<file path="src/rtl/sensor_block_packer.sv">
// -----------------------------------------------------------------------------
// sensor_block_packer
//
// Packs consecutive 8-bit sensor samples into a 128-bit block for the AES input
// stage. The first sample of a block lands in [127:120], the next in [119:112],
// and so on. Slots that are never written read as zero. This covers a block
// shorter than 16 bytes as well as a block closed early by a flush.
//
// Handshake rule (both sides): a transfer happens on a rising clock edge where
// valid and ready are both high. Once valid is raised, the sender holds valid
// and its data stable until that transfer happens. Ready may change freely.
//
// Ports:
//   clk, rst_n     system clock (rising edge); asynchronous active-low reset
//   sample_in      8-bit sensor sample
//   sample_valid   sample_in is valid this cycle
//   sample_ready   packer accepts a sample this cycle (high while filling)
//   flush          single-cycle request to close a partial block (zero padded)
//   block_out      packed block, first sample in [127:120]
//   block_valid    block_out is valid (high while holding a finished block)
//   block_ready    downstream accepts the block
//   blk_cnt        number of blocks handed off, wraps at 2^CNT_W
//   seq_err        sticky sequence error from the optional checker
//
// Optional build macro: SEQ_CHECK_EN
//   When defined, each accepted sample is compared with the previous accepted
//   sample plus 1 (mod 256). seq_err is set on the first mismatch and stays set
//   until reset. When the macro is undefined, seq_err is tied low.
// -----------------------------------------------------------------------------
module sensor_block_packer #(
  parameter int BYTES_PER_BLOCK = 16,
  parameter int CNT_W           = 16
) (
  input  logic             clk,
  input  logic             rst_n,
  input  logic [7:0]       sample_in,
  input  logic             sample_valid,
  output logic             sample_ready,
  input  logic             flush,
  output logic [127:0]     block_out,
  output logic             block_valid,
  input  logic             block_ready,
  output logic [CNT_W-1:0] blk_cnt,
  output logic             seq_err
);

  typedef enum logic {
    S_FILL = 1'b0,
    S_HOLD = 1'b1
  } state_e;

  localparam logic [3:0] LAST_IDX = 4'(BYTES_PER_BLOCK - 1);

  state_e             state_q, state_d;
  logic [3:0]         idx_q, idx_d;
  logic [127:0]       block_q, block_d;
  logic [CNT_W-1:0]   cnt_q, cnt_d;
  logic [6:0]         slot_lo;
  logic               accept;
  logic               handoff;

  assign sample_ready = (state_q == S_FILL);
  assign block_valid  = (state_q == S_HOLD);
  assign block_out    = block_q;
  assign blk_cnt      = cnt_q;

  assign accept  = sample_valid & sample_ready;
  assign handoff = block_valid & block_ready;

  // Byte slot idx occupies bits [127-8*idx -: 8], which is the same as [8*(15-idx) +: 8].
  assign slot_lo = {4'd15 - idx_q, 3'b000};

  always_comb begin
    state_d = state_q;
    idx_d   = idx_q;
    block_d = block_q;
    cnt_d   = cnt_q;
    case (state_q)
      S_FILL: begin
        if (accept) begin
          block_d[slot_lo +: 8] = sample_in;
          idx_d                 = idx_q + 4'd1;
          // A flush that arrives with the final byte adds nothing. A flush that
          // arrives with an earlier byte closes the block early. Either way the
          // block goes to HOLD.
          if ((idx_q == LAST_IDX) || flush) begin
            state_d = S_HOLD;
          end
        end else if (flush && (idx_q != 4'd0)) begin
          // Unfilled slots are already zero because the register is cleared on handoff.
          state_d = S_HOLD;
        end
      end
      S_HOLD: begin
        if (handoff) begin
          state_d = S_FILL;
          idx_d   = 4'd0;
          block_d = '0;
          cnt_d   = cnt_q + 1'b1;
        end
      end
      default: begin
        state_d = S_FILL;
      end
    endcase
  end

  always_ff @(posedge clk or negedge rst_n) begin
    if (!rst_n) begin
      state_q <= S_FILL;
      idx_q   <= 4'd0;
      block_q <= '0;
      cnt_q   <= '0;
    end else begin
      state_q <= state_d;
      idx_q   <= idx_d;
      block_q <= block_d;
      cnt_q   <= cnt_d;
    end
  end

`ifdef SEQ_CHECK_EN
  logic [7:0] prev_q;
  logic       prev_vld_q;
  logic       err_q;

  // Only accepted samples are checked. Flush padding is never accepted, so it
  // never enters the check. The first accept after reset only loads prev_q.
  always_ff @(posedge clk or negedge rst_n) begin
    if (!rst_n) begin
      prev_q     <= 8'd0;
      prev_vld_q <= 1'b0;
      err_q      <= 1'b0;
    end else if (accept) begin
      prev_q     <= sample_in;
      prev_vld_q <= 1'b1;
      if (prev_vld_q && (sample_in != (prev_q + 8'd1))) begin
        err_q <= 1'b1;
      end
    end
  end

  assign seq_err = err_q;
`else
  assign seq_err = 1'b0;
`endif

endmodule

</file>
<file path="config.mk">
export PLATFORM = sky130hd
export DESIGN_NAME = sensor_block_packer
export DESIGN_NICKNAME = d
export VERILOG_FILES = /design/src/rtl/sensor_block_packer.sv
export SDC_FILE = /design/constraint.sdc
export NUM_CORES = 1
export LEC_CHECK = 0
export CAP_MARGIN = 20
export CORE_MARGIN = 5
export CORE_UTILIZATION = 54
export CTS_CLUSTER_DIAMETER = 50
export DETAILED_ROUTE_END_ITERATION = 16
export PLACE_DENSITY = 0.95
export SLEW_MARGIN = 20
export SYNTH_ARGS = -nofsm -noshare
export SYNTH_HDL_FRONTEND = slang
export SYNTH_SLANG_ARGS = --single-unit
</file>
<file path="constraint.sdc">
create_clock -name clk -period 3.3 [get_ports clk]
set_input_delay 0.66 -clock clk [delete_from_list [all_inputs] [get_ports clk]]
set_output_delay 0.66 -clock clk [all_outputs]
set_load 0.01 [all_outputs]
</file>
==> reports/results.ini, run 1 <==
[global_route]
grt_max_degree=100
grt_pass1_wl_um=28800
antenna_found_initial=0
first_global_vias=5490
grt_use_total=0.253
gr-total-overflow=0

[placed_design]
place.gp.congestion=0.864
hpwl_um=12300
port_buffers=158
dp.cells=901

[layout]
layout-drive-gt1-share=0.0689
n_antenna_cell=0
fin_cells=931
areaGrowthSynthToFinish_pct=33.5
fin_nets=791

[detailed_routing]
drtPass1Iterations=5
drt_iter0_markers=449
wl_um=17700
drt-vias-per-instance=5.53
ant_nets=0
vias=5151
drc_errors=0
routedWlPerCell_um=19.0

[cts]
cts_tree=built
cts_root_buf=clkbuf_16
ctsHoldBuffers=0
cts_resized=0
clockBufferDepth=2
htreeDepth=4
clkSlewWorstSetupHoldPaths_ns=0.06
postCtsSetupBuffers=0
cts_inserted_buffers=17
clkSinkCount=149
clk_latency_ns=0.41

[synth]
ys.flop_type=dfrtp_1
syn_area_um2=6610
synth.net_count=646
synth-edff-count=0
yosysSeqAreaShare=0.564
yosys_warnings=0
syn_avg_cell_area_um2=10.5
yosysUniqueCellTypes=50
syn-instance-count=628
ys_ff_latch=149
async_flop_share=1.00

[setup_path]
regToRegStartpoint=idx_q[0]
crit_arrival_ns=2.83
worstPathMaxFanout=16
timing.rr.end=block_out[96]
critPathKind=flop to flop
r2r_slack_ns=0.72
critPathLaunchType=flop
required_ns=3.55
reg2reg_depth=4
worstSetupEndpointType=flop

[job]
cap_violations=0

[sta]
rsz0062_at_grt=false
slew_headroom=0.415
slew_viol_final=0
finalCritPeriodShare=0.782
post-route-min-period_ns=2.58
finClkSkew_ns=0.00554
final.setup.tns_ns=0
hold_viol=0
setup_viol=0
fmax_mhz=388
worstMarginPinSlew_ns=0.878

[floorplanning]
fp.coreArea_um2=12000
initial_utilization=0.550
rows=40
ioPinCount=160
die-area_um2=14600
die-height_um=121
die_w_um=121

[worst_hold_path]
hold_class=primary input to async pin

[pwr]
leakagePower_nw=4.16
power_mw=6.37
powerDensity_nw_per_um2=722
ir_worst_vdd_mv=0.434

[run_status]
status=finished, final reports clean

## cell type report
type,count,area (um^2)
fill,795,3190
sequential,149,3730
multi-input combinational,427,2620
inverter,14,52.6
clock buffer,21,470
timing repair buffer,164,1640
clock inverter,9,128
tap,147,184
## worst max-delay path by stage
stage | start | end | slack (ns) | depth (start not counted)
final | idx_q[0] | block_out[96] | 0.72 | 4
after global routing | idx_q[0] | block_out[96] | 0.53 | 4
after CTS | idx_q[0] | block_out[96] | 0.75 | 4
after detailed placement | sample_valid | block_out[83] | 0.63 | 4
after global placement | sample_valid | block_out[82] | 0.80 | 4
after floorplan | idx_q[0] | block_out[112] | 1.38 | 6
## routing by layer
| layer | up-vias | GRT usage | part of all wire |
|---|---|---|---|
| met5 | - | 0 | 0 |
| met2 | 202 | 0.417 | 0.51 |
| met1 | 2546 | 0.320 | 0.41 |
| li1 | 2361 | - | - |
| met3 | 42 | 0.0603 | 0.062 |
| met4 | 0 | 0.103 | 0.026 |
## layout by cell type, fill, tap and decap left out, types with 2 or more instances in the layout
| cell type | n |
|---|---|
| nand2b_1 | 6 |
| mux2i_1 | 88 |
| nand4_1 | 3 |
| o21ai_0 | 42 |
| and3_1 | 2 |
| nand3b_1 | 2 |
| dfrtp_1 | 149 |
| a21oi_1 | 2 |
| nor2_1 | 9 |
| clkinvlp_4 | 3 |
| bufinv_16 | 3 |
| clkinv_2 | 3 |
| nand4_2 | 3 |
| nand2_1 | 201 |
| xnor2_1 | 12 |
| clkbuf_8 | 3 |
| ha_1 | 5 |
| nand3_1 | 12 |
| clkbuf_16 | 17 |
| inv_1 | 14 |
| buf_4 | 5 |
| xor2_1 | 6 |
| o21ai_1 | 2 |
| a31oi_1 | 2 |
| nand3_2 | 2 |
| clkdlybuf4s50_1 | 157 |
## registers in the layout (all words and copies together) (netlist names)
name	cells
blk_cnt	16
block_valid	1
idx_q	4
block_out	128
## kinds of logic after synthesis
group	Yosys count	synth area share
muxes	88	0.133
DFF	149	0.564
xor gates and xnor gates	19	0.0263
AOI/OAI and AO/OA	59	0.0581
and+or+nand+nor	255	0.168
other	1	0.000567
adders and majority gates	5	0.00947
buffers and inverters	52	0.0401
## synth_stat cells, types with 3 or more instances
master    number  area (um^2)
buf_2         11         55.1
buf_4         11         82.6
clkbuf_1      14         52.6
dfrtp_1      149         3730
ha_1           5         62.6
inv_1         14         52.6
mux2i_1       88          881
nand2_1      202          758
nand2b_1       6         37.5
nand3_1       12         60.1
nand4_1        3         18.8
nand4_2        3         37.5
nor2_1         9         33.8
o21ai_0       42          210
xnor2_1       12          105
xor2_1         6         52.6
## critical path: stages (launching register included)
cell,delay (ns)
dfrtp_1,0.51
ha_1,0.47
or3b_4,0.48
a2111oi_4,0.73
o21ai_0,0.23
## stage by stage
step | hold slack [ns] | utilization | area [um^2] | setup slack (ns)
floorplan | 0.364 | - | 6610 | 1.38
global route | 0.406 | 0.735 | 8830 | 0.531
detailed placement | 0.465 | 0.685 | 8230 | 0.627
finish | 0.341 | 0.735 | 8830 | 0.720
global placement | 0.463 | 0.685 | 8230 | 0.797
CTS | 0.375 | 0.735 | 8830 | 0.750
## power by group
| part | switching, mW | total (mW) | internal, mW |
|---|---|---|---|
| sequential | 0.321 | 2.48 | 2.15 |
| clock | 0.711 | 1.95 | 1.24 |
| combinational | 1.06 | 1.95 | 0.893 |
Power figures use the tool's default switching activity.
==> run 2, diff against run 1 <==
Settings changed: CORE_UTILIZATION 54 to 50, PLACE_DENSITY 0.95 to 0.92.
Clock period 3.3 ns to 2.4 ns, I/O delays scaled along.
==> run 2 against run 1 <==
Register-to-register slack got worse by 0.49 ns. Utilization shrank 4.4 points. Critical path depth is 1 higher. Sequential cell count is the same. Routed wire length is 1.2% higher. Global-route usage decreased by 2.1 points. Setup slack worse by 0.49 ns. Sequential power is 35% higher. Critical path type unchanged. Critical endpoint is now block_out[17]. Largest power group unchanged.
==> reports/results.ini, run 2 (same netlist as run 1, synthesis figures left out) <==
[run_status]
status=finished, final reports clean

[global_route]
met1_usage=0.307
gr-total-overflow=0
busiest_layer=met2
met2_usage=0.369
use_met3=0.0678
grt_max_degree=45
first_global_vias=5244
antenna_found_initial=0
grt_pass1_wl_um=28500
grt_use_total=0.231

[setup_path]
r2r_slack_ns=0.23
worstSetupEndpointType=flop
crit_family=simple AND/OR/NAND/NOR gates
worstPathMaxFanout=15
path_buf_inv=0
critPathLaunchType=flop
crit_path_max_incr_delay_ns=0.39
crit_end=block_out[17]
required_ns=2.73
regToRegStartpoint=idx_q[0]
reg2reg_depth=5
path_cells=ha_1 > nand2b_1 > o22ai_1 > nand2b_1 > mux2i_1
crit_top_cell=nand2b_1
critPathKind=flop to flop
crit_path_start=idx_q[0]
crit_arrival_ns=2.50
slowest_stage=nand2b_1
timing.rr.end=block_out[17]
cp.depth=5

[pwr]
powerDensity_nw_per_um2=968
ir_worst_vdd_mv=0.520
leakagePower_nw=4.27

[sta]
slew_viol_final=0
setup_viol=0
finClkSkew_ns=0.00738
post-route-min-period_ns=2.17
finalCritPeriodShare=0.905
fmax_mhz=460
final.setup.tns_ns=0
worstMarginPinSlew_ns=0.635
slew_headroom=0.577
hold_viol=0
rsz0062_at_grt=false

[cts]
cts_root_buf=clkbuf_16
htreeDepth=4
clkSinkCount=149
clk_latency_ns=0.43
clkSlewWorstSetupHoldPaths_ns=0.06
cts_resized=0
cts_tree=built
cts_inserted_buffers=17
postCtsSetupBuffers=0
ctsHoldBuffers=1
clockBufferDepth=2

[detailed_routing]
ant_nets=0
drc_errors=0
drt_iter0_markers=341
wl_um=17900
drt-vias-per-instance=5.34
vias=5245
drtPass1Iterations=7
routedWlPerCell_um=18.2

[floorplanning]
ioPinCount=160
rows=42
initial_utilization=0.505
fp.coreArea_um2=13100
die-height_um=125
die_w_um=125
die-area_um2=15600

[layout]
layout_common_cells=nand2_1, clkdlybuf4s50_1, dfrtp_1, mux2i_1, o21ai_0
areaGrowthSynthToFinish_pct=36.7
n_antenna_cell=0
fin_cells=982
fin_nets=812
layout-drive-gt1-share=0.0918
layout_commonest_cell=nand2_1
largest_reg_flops=128

[job]
cap_violations=0

[worst_hold_path]
hold_class=flop to flop

[placed_design]
port_buffers=158
place.gp.congestion=0.847
dp.cells=950
hpwl_um=12700

run 2: changes by cell type in the layout (fill, tap and decap cells not counted), moves of 2 or more:
cell and change:
buf_4 +17, buf_12 +3, bufinv_16 -2, clkbuf_8 +2
run 2: layer usage:
metal,part of all wire,vias up
li1,-,2428
met1,0.43,2578
met2,0.48,208
met3,0.069,31
met4,0.019,0
met5,0,-
run 2: worst min path at each step:
stage	end	start	cells past startpoint
floorplan	blk_cnt[0]	rst_n	0
global placement	blk_cnt[8]	rst_n	1
detailed placement	blk_cnt[8]	rst_n	1
CTS	blk_cnt[15]	blk_cnt[15]	1
global route	blk_cnt[15]	blk_cnt[15]	1
finish	blk_cnt[15]	blk_cnt[15]	1
run 2: power breakdown:
group	total, mW	internal [mW]	switching (mW)
sequential	3.36	2.96	0.399
combinational	2.82	1.30	1.52
clock	2.56	1.56	1.00
total	8.74	5.82	2.92
run 2: final cells by class:
class / count / area [um^2]
Multi-Input combinational cell: 427 / 2620
Sequential cell: 149 / 3730
Tap cell: 176 / 220
Timing Repair Buffer: 185 / 1840
Fill cell: 934 / 4050
Inverter: 14 / 52.6
Clock inverter: 7 / 71.3
Clock buffer: 24 / 502
run 2: through the flow:
step | instance area, um^2 | hold slack [ns] | util | setup slack [ns] | total power [mW]
finish | 9030 | 0.480 | 0.690 | 0.228 | 8.74
global route | 9030 | 0.493 | 0.690 | 0.0483 | 9.16
CTS | 9030 | 0.487 | 0.690 | 0.210 | 8.77
detailed placement | 8450 | 0.436 | 0.646 | 0.0744 | 6.20
global placement | 8450 | 0.436 | 0.646 | 0.154 | 6.12
floorplan | 6610 | 0.184 | - | 0.481 | 4.77
